File: config.mk
export PLATFORM = sky130hd
export DESIGN_NAME = imem_loader
export DESIGN_NICKNAME = d
export VERILOG_FILES = /design/src/rtl/imem_loader.sv
export SDC_FILE = /design/constraint.sdc
export NUM_CORES = 1
export LEC_CHECK = 0
export CAP_MARGIN = 20
export CORE_ASPECT_RATIO = 1.25
export CORE_UTILIZATION = 41
export CTS_BUF_LIST = sky130_fd_sc_hd__clkbuf_8
export DETAILED_ROUTE_END_ITERATION = 6
export PLACE_DENSITY_LB_ADDON = 0.1
export SYNTH_ARGS = -nofsm -noshare
export SYNTH_HDL_FRONTEND = slang
export SYNTH_SLANG_ARGS = --single-unit
File: constraint.sdc
create_clock -name clk -period 1.9 [get_ports clk]
set_input_delay 0.475 -clock clk [delete_from_list [all_inputs] [get_ports clk]]
set_output_delay 0.475 -clock clk [all_outputs]
set_load 0.02 [all_outputs]
File: src/rtl/imem_loader.sv
// imem_loader: encodes MIPS R-type field bundles and writes them, one word per cycle,
// into consecutive instruction-memory byte addresses starting at BASE_ADDR.
module imem_loader #(
  parameter int unsigned DEPTH     = 64,
  parameter logic [31:0] BASE_ADDR = 32'h0000_0000
) (
  input  logic        clk,
  input  logic        reset,
  input  logic        start,
  input  logic        in_valid,
  output logic        in_ready,
  input  logic [0:4]  in_rs,
  input  logic [0:4]  in_rt,
  input  logic [0:4]  in_rd,
  input  logic [0:5]  in_funct,
  input  logic        in_last,
  output logic        mem_we,
  output logic [0:31] mem_addr,
  output logic [0:31] mem_wdata,
  output logic [0:15] count,
  output logic        busy,
  output logic        done,
  output logic        err
);

  localparam logic [1:0]  S_IDLE  = 2'd0;
  localparam logic [1:0]  S_LOAD  = 2'd1;
  localparam logic [1:0]  S_DONE  = 2'd2;
  localparam logic [16:0] DEPTH_W = 17'(DEPTH);

  function automatic logic is_legal_funct(input logic [0:5] f);
    logic ok;
    case (f)
      6'b100000, 6'b100010, 6'b100100,
      6'b100101, 6'b100111, 6'b101010: ok = 1'b1;
      default:                          ok = 1'b0;
    endcase
    return ok;
  endfunction

  function automatic logic [0:31] encode_rtype(input logic [0:4] rs, input logic [0:4] rt,
                                               input logic [0:4] rd, input logic [0:5] funct);
    return {6'b000000, rs, rt, rd, 5'b00000, funct};
  endfunction

  logic [1:0]  state_q, state_d;
  logic [15:0] count_q, count_d;
  logic [0:31] addr_q,  addr_d;
  logic [0:31] wdata_q, wdata_d;
  logic        we_q,    we_d;
  logic        ready_q, ready_d;
  logic        err_q,   err_d;
  // fin_q: the final bundle (in_last or DEPTH-th word) has been taken; DONE follows next edge
  logic        fin_q,   fin_d;
  logic        accept_s;
  logic        legal_s;

  assign accept_s = in_valid && ready_q;
  assign legal_s  = is_legal_funct(in_funct);

  // Next-state logic for the session FSM, write port and counters
  always_comb begin
    state_d = state_q;
    count_d = count_q;
    addr_d  = addr_q;
    wdata_d = wdata_q;
    we_d    = 1'b0;
    err_d   = err_q;
    fin_d   = fin_q;
    case (state_q)
      S_IDLE, S_DONE: begin
        if (start) begin
          state_d = S_LOAD;
          count_d = 16'd0;
          err_d   = 1'b0;
          fin_d   = 1'b0;
        end else begin
          state_d = state_q;
        end
      end
      S_LOAD: begin
        if (fin_q) begin
          state_d = S_DONE;
          fin_d   = 1'b0;
        end else if (accept_s) begin
          if (legal_s) begin
            we_d    = 1'b1;
            addr_d  = BASE_ADDR + {14'd0, count_q, 2'b00};
            wdata_d = encode_rtype(in_rs, in_rt, in_rd, in_funct);
            count_d = count_q + 16'd1;
          end else begin
            err_d   = 1'b1;
          end
          fin_d = in_last || (legal_s && (({1'b0, count_q} + 17'd1) == DEPTH_W));
        end else begin
          fin_d = fin_q;
        end
      end
      default: begin
        state_d = S_IDLE;
      end
    endcase
    ready_d = (state_d == S_LOAD) && !fin_d;
  end

  // State and registered-output update with synchronous reset
  always_ff @(posedge clk) begin
    if (reset) begin
      state_q <= S_IDLE;
      count_q <= 16'd0;
      addr_q  <= BASE_ADDR;
      wdata_q <= 32'd0;
      we_q    <= 1'b0;
      ready_q <= 1'b0;
      err_q   <= 1'b0;
      fin_q   <= 1'b0;
    end else begin
      state_q <= state_d;
      count_q <= count_d;
      addr_q  <= addr_d;
      wdata_q <= wdata_d;
      we_q    <= we_d;
      ready_q <= ready_d;
      err_q   <= err_d;
      fin_q   <= fin_d;
    end
  end

  assign in_ready  = ready_q;
  assign mem_we    = we_q;
  assign mem_addr  = addr_q;
  assign mem_wdata = wdata_q;
  assign count     = count_q;
  assign busy      = (state_q == S_LOAD);
  assign done      = (state_q == S_DONE);
  assign err       = err_q;

endmodule

==> Word level (Yosys, flattened, before mapping) <==
Cells that the tools add are included.
W data, S select, Z words.
{ "totals": {"reg_bits": 59, "latchBits": 0, "ramBits": 0, "rom_bits": 0, "input_bits": 26, "out_inout_bits": 85, "elab_cells": 60, "n_memories": 0} }
{ "classes": {"addsub": 2, "multipliers": 0, "n_div": 0, "n_lt_le_gt_ge": 0, "n_eq_ne": 15, "shift": 0, "n_mux": 19, "bitwise": 3, "reduce_logical": 13} }
{ "ops": {"columns": ["op", "count"], "rows": [
  ["$mux W16", 4],
  ["$eq A6 B6 Y1 const B", 6],
  ["$pmux W16 S2", 1],
  ["$add A16 B1 Y17 const B", 1],
  ["$eq A17 B7 Y1 const B", 1],
  ["$add A16 B1 Y16 const B", 1],
  ["$reduce_and A5 Y1", 2],
  ["$mux W1", 9],
  ["$ne A2 B2 Y1 const B", 3],
  ["$reduce_or A6 Y1", 1],
  ["$eq A2 B1 Y1 const B", 2],
  ["$mux W2", 2],
  ["$ne A2 B1 Y1 const B", 2],
  ["$pmux W1 S2", 2],
  ["$pmux W2 S2", 1],
  ["$reduce_and A4 Y1", 1],
  ["$reduce_or A4 Y1", 1],
  ["$logic_and A1 B1 Y1", 3],
  ["$not A1 Y1", 3],
  ["$eq A2 B2 Y1 const B", 1],
  ["$logic_not A2 Y1", 1],
  ["$reduce_bool A2 Y1", 1],
  ["$reduce_or A2 Y1", 1],
  ["$logic_not A1 Y1", 1],
  ["$logic_or A1 B1 Y1", 1]
]} }

==> Longest topological paths before layout <==
{ "logic_depth": {"word_depth": 10, "mapped_depth": 9} }

==> Worst setup path after synthesis <==
No wires, ideal clock.
{ "synth_timing": {"path_type": "register -> register", "from": "register count_q[1], in the netlist count[14]", "to": "register ready_q, in the netlist in_ready", "setup_ns": 0.116, "arrival_time_ns": 2.002, "path_slack_ns": -0.218, "path_stages_with_launch": 7, "path_buffers": 0, "cell_sequence": "dfxtp_1 -> ha_1 -> xnor2_1 -> or4b_4 -> a221oi_2 -> nand4b_1 -> o211a_1"} }
{ "synth_via": {"elab_chain_cells": 9} }
{ "synth_rtl": {"columns": ["element", "line_no", "rtl"], "rows": [
  ["start: declaration", "47", "logic [15:0] count_q, count_d;"],
  ["start signal: assignment", "119", "count_q <= count_d;"],
  ["$add A16 B1 Y17", "94", "fin_d = in_last || (legal_s && (({1'b0, count_q} + 17'd1) == DEPTH_W));"],
  ["$eq A17 B7 Y1", "94", null],
  ["$logic_and A1 B1 Y1", "94", null],
  ["$logic_or A1 B1 Y1", "94", null],
  ["$mux W1", "85", "end else if (accept_s) begin"],
  ["$mux W1", "82", "if (fin_q) begin"],
  ["$pmux W1 S2", "70", "case (state_q)"],
  ["$logic_not A1 Y1", "103", "ready_d = (state_d == S_LOAD) && !fin_d;"],
  ["$logic_and A1 B1 Y1", "103", null],
  ["end signal: assignment", "123", "ready_q <= ready_d;"],
  ["end: declaration", "51", "logic ready_q, ready_d;"]
]} }
No other way between the ends.
A chain may end at the register's enable or synchronous reset.

==> Worst setup path after layout <==
Ends and elaborated chain as after synthesis.

==> results.json <==
{
  "vias": 2807,
  "postSynthCellCount": 363,
  "yosysWarnings": 0,
  "cts_tree": "yes",
  "drive_gt1_share_pct": 16.67,
  "dr_wl_met3_um": 438,
  "p_leak_uw": 0.001659,
  "setup_viol": 0,
  "start_kind": "register",
  "reg2reg_depth": 6,
  "layout.nets": 497,
  "min_from": "in_funct[4]",
  "vdd_drop_max_mv": 0.4460,
  "clock.fmax_mhz": 535.0,
  "status": "finished clean",
  "fin_cells": 564,
  "postRouteAntennaNets": 0,
  "ys_seq_area_share_pct": 40.43,
  "r2r_slack_ns": 0.03,
  "row_count": 34,
  "drv_cap": 0,
  "ys_ff_latch": 59,
  "holdPathEnd": "mem_wdata[30]",
  "wl_met2_um": 3688,
  "drt-initial-drc-count": 183,
  "synthArstFlopShare_pct": 0,
  "whs_path_depth": 3,
  "gp_congestion": 0.8729,
  "drc": 0,
  "worstPathArrival_ns": 2.10,
  "placed_area_sq_um": 3906,
  "clock_latency_ns": 0.34,
  "yosysUniqueCellTypes": 54,
  "grt_pass1_vias": 2625,
  "die_y_um": 96.38,
  "dp_cells": 547,
  "coreArea_sq_um": 6934,
  "htreeDepth": 3,
  "dieArea_sq_um": 7469,
  "finalInstanceArea_sq_um": 4139,
  "worstSetupPathType": "reg -> reg",
  "rsz0062_at_grt": "yes",
  "postCtsHoldBufs": 0,
  "hpwl_um": 5427,
  "grt_max_degree": 21,
  "p_per_area_nw_per_um2": 591.2,
  "fill_cells": 650,
  "cp.required_ns": 2.13,
  "die_x_um": 77.50,
  "antenna_found_initial": 0,
  "path_clk_slew_ns": 0.06,
  "clockBufferDepth": 2,
  "antennaDiodeCount": 0,
  "syn_area_per_cell_sq_um": 8.048,
  "cts_sinks": 59,
  "cts_root_buffer": "clkbuf_8",
  "regToRegStartpoint": "count[14]",
  "cp-end-kind": "register",
  "worstHoldPathType": "in -> reg",
  "met1_length_um": 3333,
  "synth_flop_cell": "dfxtp_1",
  "drv_slew": 0,
  "grt_use_total_pct": 21.77,
  "area_growth_pct": 41.67,
  "io_pins": 111,
  "numCtsBuffers": 9,
  "grt_pass1_wl_um": 12520,
  "start_util_pct": 42.13,
  "synth-edff-count": 0,
  "port_buffers": 83,
  "fin_crit_ns": 1.869,
  "rr_endpoint": "in_ready",
  "synth.cell_area_sq_um": 2922,
  "worst-path-max-fanout": 3,
  "top_layer": "met4",
  "fin_crit_sh_pct": 98.37,
  "hold_viol_final": 0,
  "dr.pass1.iters": 4,
  "wirelength_um": 7619,
  "wl_per_cell_um": 13.51,
  "routed_via_density": 4.977,
  "overflow": 0,
  "clock-skew-final_ns": 0.006423
}
==> cells in the final DEF, fill, tap and decap left out, types with 3 or more instances in the layout <==
master / Yosys / final
a21oi_1: 49 / 47
a311oi_1: 3 / 3
a31oi_1: 3 / 3
and3_1: 4 / 4
buf_12: 0 / 3
buf_4: 32 / 35
clkbuf_8: 1 / 10
clkdlybuf4s50_1: 0 / 64
clkinv_2: 0 / 3
conb_1: 1 / 27
dfxtp_1: 59 / 57
dlygate4sd2_1: 0 / 12
dlymetal6s2s_1: 0 / 5
inv_1: 4 / 6
nand2_1: 85 / 85
nand3_1: 8 / 8
nand3b_1: 3 / 3
nand4_1: 6 / 6
nor2_1: 19 / 19
nor3_1: 7 / 7
o21ai_0: 7 / 3
o21ai_1: 0 / 4
xnor2_1: 3 / 3
==> worst max-delay path, cell delays in order (launching register included) <==
cell	delay, ns
dfxtp_2	0.33
ha_4	0.17
xnor2_1	0.12
or4b_4	0.52
a221oi_2	0.26
nand4b_1	0.15
o211a_1	0.22
==> state kept, by name, indices dropped and copies added (netlist names) <==
name,count
mem_we,1
fin_q,1
count,16
mem_addr,16
in_ready,1
err,1
state_q,2
mem_wdata,21
==> cells in the mapped netlist (2+ instances only) <==
library cell   n  area [sq um]
and3_1         4         25.02
clkbuf_1      10         37.54
nand3b_1       3         22.52
o21a_1         2         15.01
nor3b_2        2         25.02
buf_2          5         25.02
o21ai_0        7         35.03
inv_1          4         15.01
nor2_1        19         71.32
nand4b_1       2         17.52
and2_1         2         12.51
mux2i_1        3         30.03
a311oi_1       3         26.28
nand3_1        8         40.04
nor3_1         7         35.03
buf_6          6         67.56
nand4_1        6         37.54
or2_2          2         12.51
o211a_1        2         20.02
nor4_1         3         18.77
a31oi_1        3         18.77
nand2b_1       2         12.51
buf_4         32         240.2
dfxtp_1       59          1181
a21o_1         2         15.01
a211oi_1       2         15.01
a21oi_1       49         245.2
xnor2_1        3         26.28
nand2_1       85         319.1
xor2_1         2         17.52
==> kinds of logic after synthesis <==
family	after synthesis	synth area share [%]
AND/OR/NAND/NOR	155	25.53
AO/OA/AOI/OAI	81	17.30
flip-flops	59	40.43
buffers and inverters	58	13.66
XOR/XNOR	5	1.499
multiplexers	3	1.028
adder cells (fa/ha/maj)	1	0.4282
other	1	0.1284
==> stage by stage <==
stage          setup TNS (ns)  setup slack, ns  util [%]  hold WS (ns)  total power [uW]
5_1_grt              -0.09632         -0.05188     59.69        0.4492              2554
3_3_place_gp           -18.24          -0.3925     56.33        0.4411              1499
6_report                    0          0.03094     59.69        0.4497              2447
2_1_floorplan               0          0.01827         -        0.5333              1440
3_5_place_dp           -19.91          -0.4442     56.33        0.4453              1499
4_1_cts                     0         0.006716     58.91        0.4539              2464
==> routing by layer <==
metal	vias up	GRT usage [%]
met1	1298	26.90
met4	0	11.32
met3	14	4.601
met2	98	35.84
li1	1397	-
met5	-	0
==> how the worst max path moves through the flow <==
stage | from | end
4_1_cts | count[15] | in_ready
3_3_place_gp | in_funct[4] | mem_wdata[7]
5_1_grt | count[14] | in_ready
3_5_place_dp | in_funct[3] | mem_wdata[7]
2_1_floorplan | count[14] | in_ready
6_report | count[14] | in_ready
==> cell type report <==
class | instances | area, sq um | share of cell area [%]
inverters | 4 | 15.01 | 0.3628
well taps | 90 | 112.6 | 2.721
clock inverters | 5 | 22.52 | 0.5441
multi-input cells | 273 | 1504 | 36.34
repair buffers | 123 | 1164 | 28.11
flip-flops and latches | 59 | 1184 | 28.60
clock buffers | 10 | 137.6 | 3.325
==> timing repair <==
action	CTS	global route
pin swaps	1	9
endpoints found under the setup margin	42	22
setup buffers	0	1
gates cloned	1	0
gates resized for setup	19	20
==> where the power goes <==
group	internal, uW	total [uW]	switching [uW]
sequential	1240	1250	4.82
combinational	94.6	234	139
clock	484	966	481
Note: power is estimated with default switching activity, not from simulation.
==> RTL edit 1: new RTL, same flow settings <==
Take the reset off `wdata_q` and load it in a clocked block of its own.
--- a/src/rtl/imem_loader.sv
+++ b/src/rtl/imem_loader.sv
@@ -110,5 +110,4 @@
       count_q <= 16'd0;
       addr_q  <= BASE_ADDR;
-      wdata_q <= 32'd0;
       we_q    <= 1'b0;
       ready_q <= 1'b0;
@@ -119,5 +118,4 @@
       count_q <= count_d;
       addr_q  <= addr_d;
-      wdata_q <= wdata_d;
       we_q    <= we_d;
       ready_q <= ready_d;
@@ -125,4 +123,8 @@
       fin_q   <= fin_d;
     end
+  end
+
+  always_ff @(posedge clk) begin
+    wdata_q <= wdata_d;
   end
 
Check against the original RTL: differs if reset is asserted again (counterexample within 4 cycles, from zero or initial values and one cycle with reset high); with reset held inactive, the same outputs for 4 cycles.
==> RTL edit 1 against the unedited design <==
Final cell count fell by 11%. Sequential cell count unchanged. Sequential share of layout area grew 4.7 points. Power grew 16%. Wire length is 12% lower. Worst setup slack lost 17 ps. Design area grew 2.1%. Area after synthesis down 3.0%.
==> RTL edit 1: results (changes against the unedited design) <==
| Metric | Value |
|---|---|
| Total GRT Usage | 19.2% (was 21.8%) |
| CP Max Fanout | 4 (was 3) |
| Post-synthesis cell type count | 53 (was 54) |
| Seq/Total Area, Yosys | 49.1% (was 40.4%) |
| Cells after Synth | 292 (was 363) |
| Max incr delay on CP | 580 ps (was 520 ps) |
| Total CTS buffers | 9 (unchanged) |
| DP Cell Count | 484 (was 547) |
| Lkg Pwr | 0.00173 uW (was 0.00166 uW) |
| Top post-synthesis cells by area | dfxtp_1, edfxtp_1, buf_4 (was dfxtp_1, nand2_1, a21oi_1) |
| RePlAce Congestion | 0.873 (about the same) |
| Clock buffer depth | 2 (unchanged) |
| Initial antenna violation count | 0 (unchanged) |
| Vias in the first global route | 2250 (was 2625) |
| Status | complete, no violations (unchanged) |
| Vias | 2456 (was 2807) |
| Combinational share of power | 6.9% (was 9.6%) |
| Detailed-route wire length per cell | 13.4 um (was 13.5 um) |
| Worst VDD drop | 471 uV (was 446 uV) |
| Count of final hold-check violations | 0 (unchanged) |
| Largest net degree at the start of global routing | 39 (was 21) |
| # hold bufs at CTS | 0 (unchanged) |
| Setup-failing EPs final | 0 (unchanged) |
| Layout cells sized above 1 | 24.9% (was 16.7%) |
| Synth cell count leaders | dfxtp_1, nand2_1, a21oi_1 (was nand2_1, dfxtp_1, a21oi_1) |
| Area after DPL | 3920 um^2 (was 3910 um^2) |
| DRT iter0 DRCs | 106 (was 183) |
| Layout Nets | 436 (was 497) |
| Pre-antenna DRT Iters | 5 (was 4) |
| Worst slack at placement | -539 ps (was -444 ps) |
| ANT cells | 0 (unchanged) |
| Root Driver | clkbuf_8 (unchanged) |
| Skew final | 7.05 ps (was 6.42 ps) |
| First-pass GRT wire length | 10800 um (was 12500 um) |
| CTS H-tree lvls | 3 (unchanged) |
| CP max stage cell | or4_4 (was or4b_4) |
| Input/output buffers | 83 (unchanged) |
| Routed Wire Length | 6690 um (was 7620 um) |
| Psw | 596 uW (was 625 uW) |
| Hold Crit Class | in -> reg (unchanged) |
| Number of synthesized flops with an enable pin | 21 (was 0) |
| DP HPWL | 4790 um (was 5430 um) |
-- RTL edit 1: metal layers --
layer / part of all wire [%] / GRT usage, % / vias to the layer above
li1: - / - / 1214
met1: 43 / 22.3 / 1150
met2: 50 / 33.2 / 82
met3: 5.5 / 4.93 / 10
met4: 1.6 / 9.29 / 0
met5: 0 / 0 / -
-- RTL edit 1: power by group through the flow --
stage	sequential (uW)	combinational (uW)	clock (uW)
after floorplan	1340	140	0
after global placement	1340	192	0
after detailed placement	1340	193	0
after CTS	1310	195	1360
after global routing	1310	213	1420
final	1310	196	1340
-- RTL edit 1: cell families (layout without fill, tap and decap cells) --
| group | after synthesis | after routing | synth area share, % |
|---|---|---|---|
| flip-flops | 59 | 59 | 49.1 |
| AND/OR/NAND/NOR | 112 | 112 | 21.8 |
| AO/OA/AOI/OAI | 62 | 62 | 13.7 |
| XOR/XNOR | 4 | 4 | 1.24 |
| multiplexers | 1 | 1 | 0.353 |
| adder cells (fa/ha/maj) | 1 | 1 | 0.441 |
| other | 1 | 27 | 0.132 |
| buffers and inverters | 52 | 148 | 13.3 |
-- RTL edit 1: what timing repair did --
action / 4_1_cts / 5_1_grt
gates resized for setup: 27 / 20
hold endpoints to repair: 0 / 0
buffers inserted: 1 / 0
setup endpoints to repair: 70 / 15
pin swaps: 3 / 7
-- RTL edit 1: path summary, 6_finish.rpt --
check,from,end,slack [ps],depth (start not counted)
min reg2reg,mem_addr[18],mem_addr[18],450,2
max,count[7],fin_q,10,7
min,in_funct[1],mem_wdata[27],400,1
max reg2reg,count[7],fin_q,10,7
-- RTL edit 1: cell type report --
class,instances,area [um^2]
timing repair buffer,129,1210
inverter,3,13.8
sequential,59,1410
multi-input combinational,207,1250
tap,87,109
fill,608,2380
clock inverter,7,108
clock buffer,9,124
==> RTL edit 2: new RTL, config.mk and constraints unchanged <==
Without the edit above. Set the parameter `DEPTH` to 48 (it was 64).
--- a/src/rtl/imem_loader.sv
+++ b/src/rtl/imem_loader.sv
@@ -2,5 +2,5 @@
 // into consecutive instruction-memory byte addresses starting at BASE_ADDR.
 module imem_loader #(
-  parameter int unsigned DEPTH     = 64,
+  parameter int unsigned DEPTH     = 48,
   parameter logic [31:0] BASE_ADDR = 32'h0000_0000
 ) (
Check against the original RTL: same outputs for any inputs over 4 cycles, from zero or initial values and one cycle with reset high; that may be too few to reach the edited logic, so the function may still have changed.
==> RTL edit 2 against the unedited design <==
Critical path depth is 5 lower. Non-clock buffer count stayed put. Wire length decreased by 4.2%. Sequential power barely moved. Design area up 1.0%. First-iteration DRC count increased by 20%. Power increased by 5.5%. Area after synthesis down 5.8%. Sequential cell count unchanged. Worst setup slack better by 33 ps. Synthesized cell count is 0.28% lower. Via count decreased by 1.5%. Clock skew is essentially flat.
==> RTL edit 2: results (changes against the unedited design) <==
| Metric | Value |
|---|---|
| Largest net degree at the start of global routing | 27 (was 21) |
| Syn_area_per_cell | 7.60 um^2 (was 8.05 um^2) |
| Met1 wire length | 3050 um (was 3330 um) |
| Post-CTS setup buffer count | 1 (was 0) |
| Synth cell count leaders | nand2_1, dfxtp_1, a21oi_1 (unchanged) |
| Worst r2r src | count[9] (was count[14]) |
| DP HPWL | 5110 um (was 5430 um) |
| RePlAce Congestion | 0.844 (was 0.873) |
| CP Data Arrival Time | 1360 ps (was 2100 ps) |
| Worst slack at placement | -580 ps (was -444 ps) |
| Layout cells sized above 1 | 18.4% (was 16.7%) |
| Status | complete, no violations (unchanged) |
| CP max stage cell | clkdlybuf4s50_1 (was or4b_4) |
| DP Cell Count | 543 (was 547) |
| Layout Nets | 495 (was 497) |
| Area after DPL | 3850 um^2 (was 3910 um^2) |
| CP startpoint | count[5] (was count[14]) |
| Vias | 2766 (was 2807) |
| Worst VDD drop | 438 uV (was 446 uV) |
| Via density | 4.94 (was 4.98) |
| Post_cts resized | 31 (was 19) |
| Routed wl met3 | 415 um (was 438 um) |
| CP Max Fanout | 4 (was 3) |
| Psw | 623 uW (was 625 uW) |
| Fillers | 607 (was 650) |
| Vias in the first global route | 2493 (was 2625) |
| DRT iter0 DRCs | 219 (was 183) |
| Seq/Total Area, Yosys | 42.9% (was 40.4%) |
| Worst hold start | mem_addr[26] (was in_funct[4]) |
| Skew final | 6.08 ps (was 6.42 ps) |
[RTL edit 2: cell types whose count changed in the layout (fill, tap and decap cells not counted), sizes merged, moves of 3 or more]
| cell | unedited run | this run |
|---|---|---|
| clkdlybuf4s50 | 64 | 58 |
| nand3b | 3 | 7 |
| o21ai | 8 | 13 |
| nand4 | 6 | 3 |
| a311oi | 3 | 0 |
| a21oi | 49 | 52 |
| dlygate4sd2 | 12 | 18 |
| inv | 6 | 2 |
| nor2 | 21 | 31 |
| nand2 | 86 | 78 |
[RTL edit 2: cell families after synthesis]
| group | share of synthesized area, % |
|---|---|
| simple gates | 27.0 |
| compound gates | 15.5 |
| flops | 42.9 |
| buf+inv | 11.6 |
| mux | 1.50 |
| xor+xnor | 0.955 |
| fa+ha+maj | 0.455 |
| other cells | 0.136 |
[RTL edit 2: through the flow]
| stage | hold slack, ps | total power (uW) |
|---|---|---|
| after floorplan | 535 | 1430 |
| after global placement | 441 | 1490 |
| after detailed placement | 447 | 1490 |
| after CTS | 455 | 2610 |
| after global routing | 470 | 2680 |
| final | 453 | 2580 |
[RTL edit 2: area by class of cell]
| type | instances | area (um^2) | area share (%) |
|---|---|---|---|
| Clock inverter | 6 | 55.1 | 1.32 |
| Sequential cell | 59 | 1190 | 28.5 |
| Clock buffer | 10 | 138 | 3.29 |
| Inverter | 2 | 7.51 | 0.180 |
| Timing Repair Buffer | 123 | 1170 | 28.0 |
| Multi-Input combinational cell | 273 | 1510 | 36.1 |
| Tap cell | 87 | 109 | 2.60 |
[RTL edit 2: path summary, 6_finish.rpt]
path / endpoint / slack, ps / cells past startpoint
max reg2reg: fin_q / 70 / 6
max: count[5] / 60 / 1
min reg2reg: mem_addr[26] / 450 / 2
min: mem_addr[26] / 450 / 2
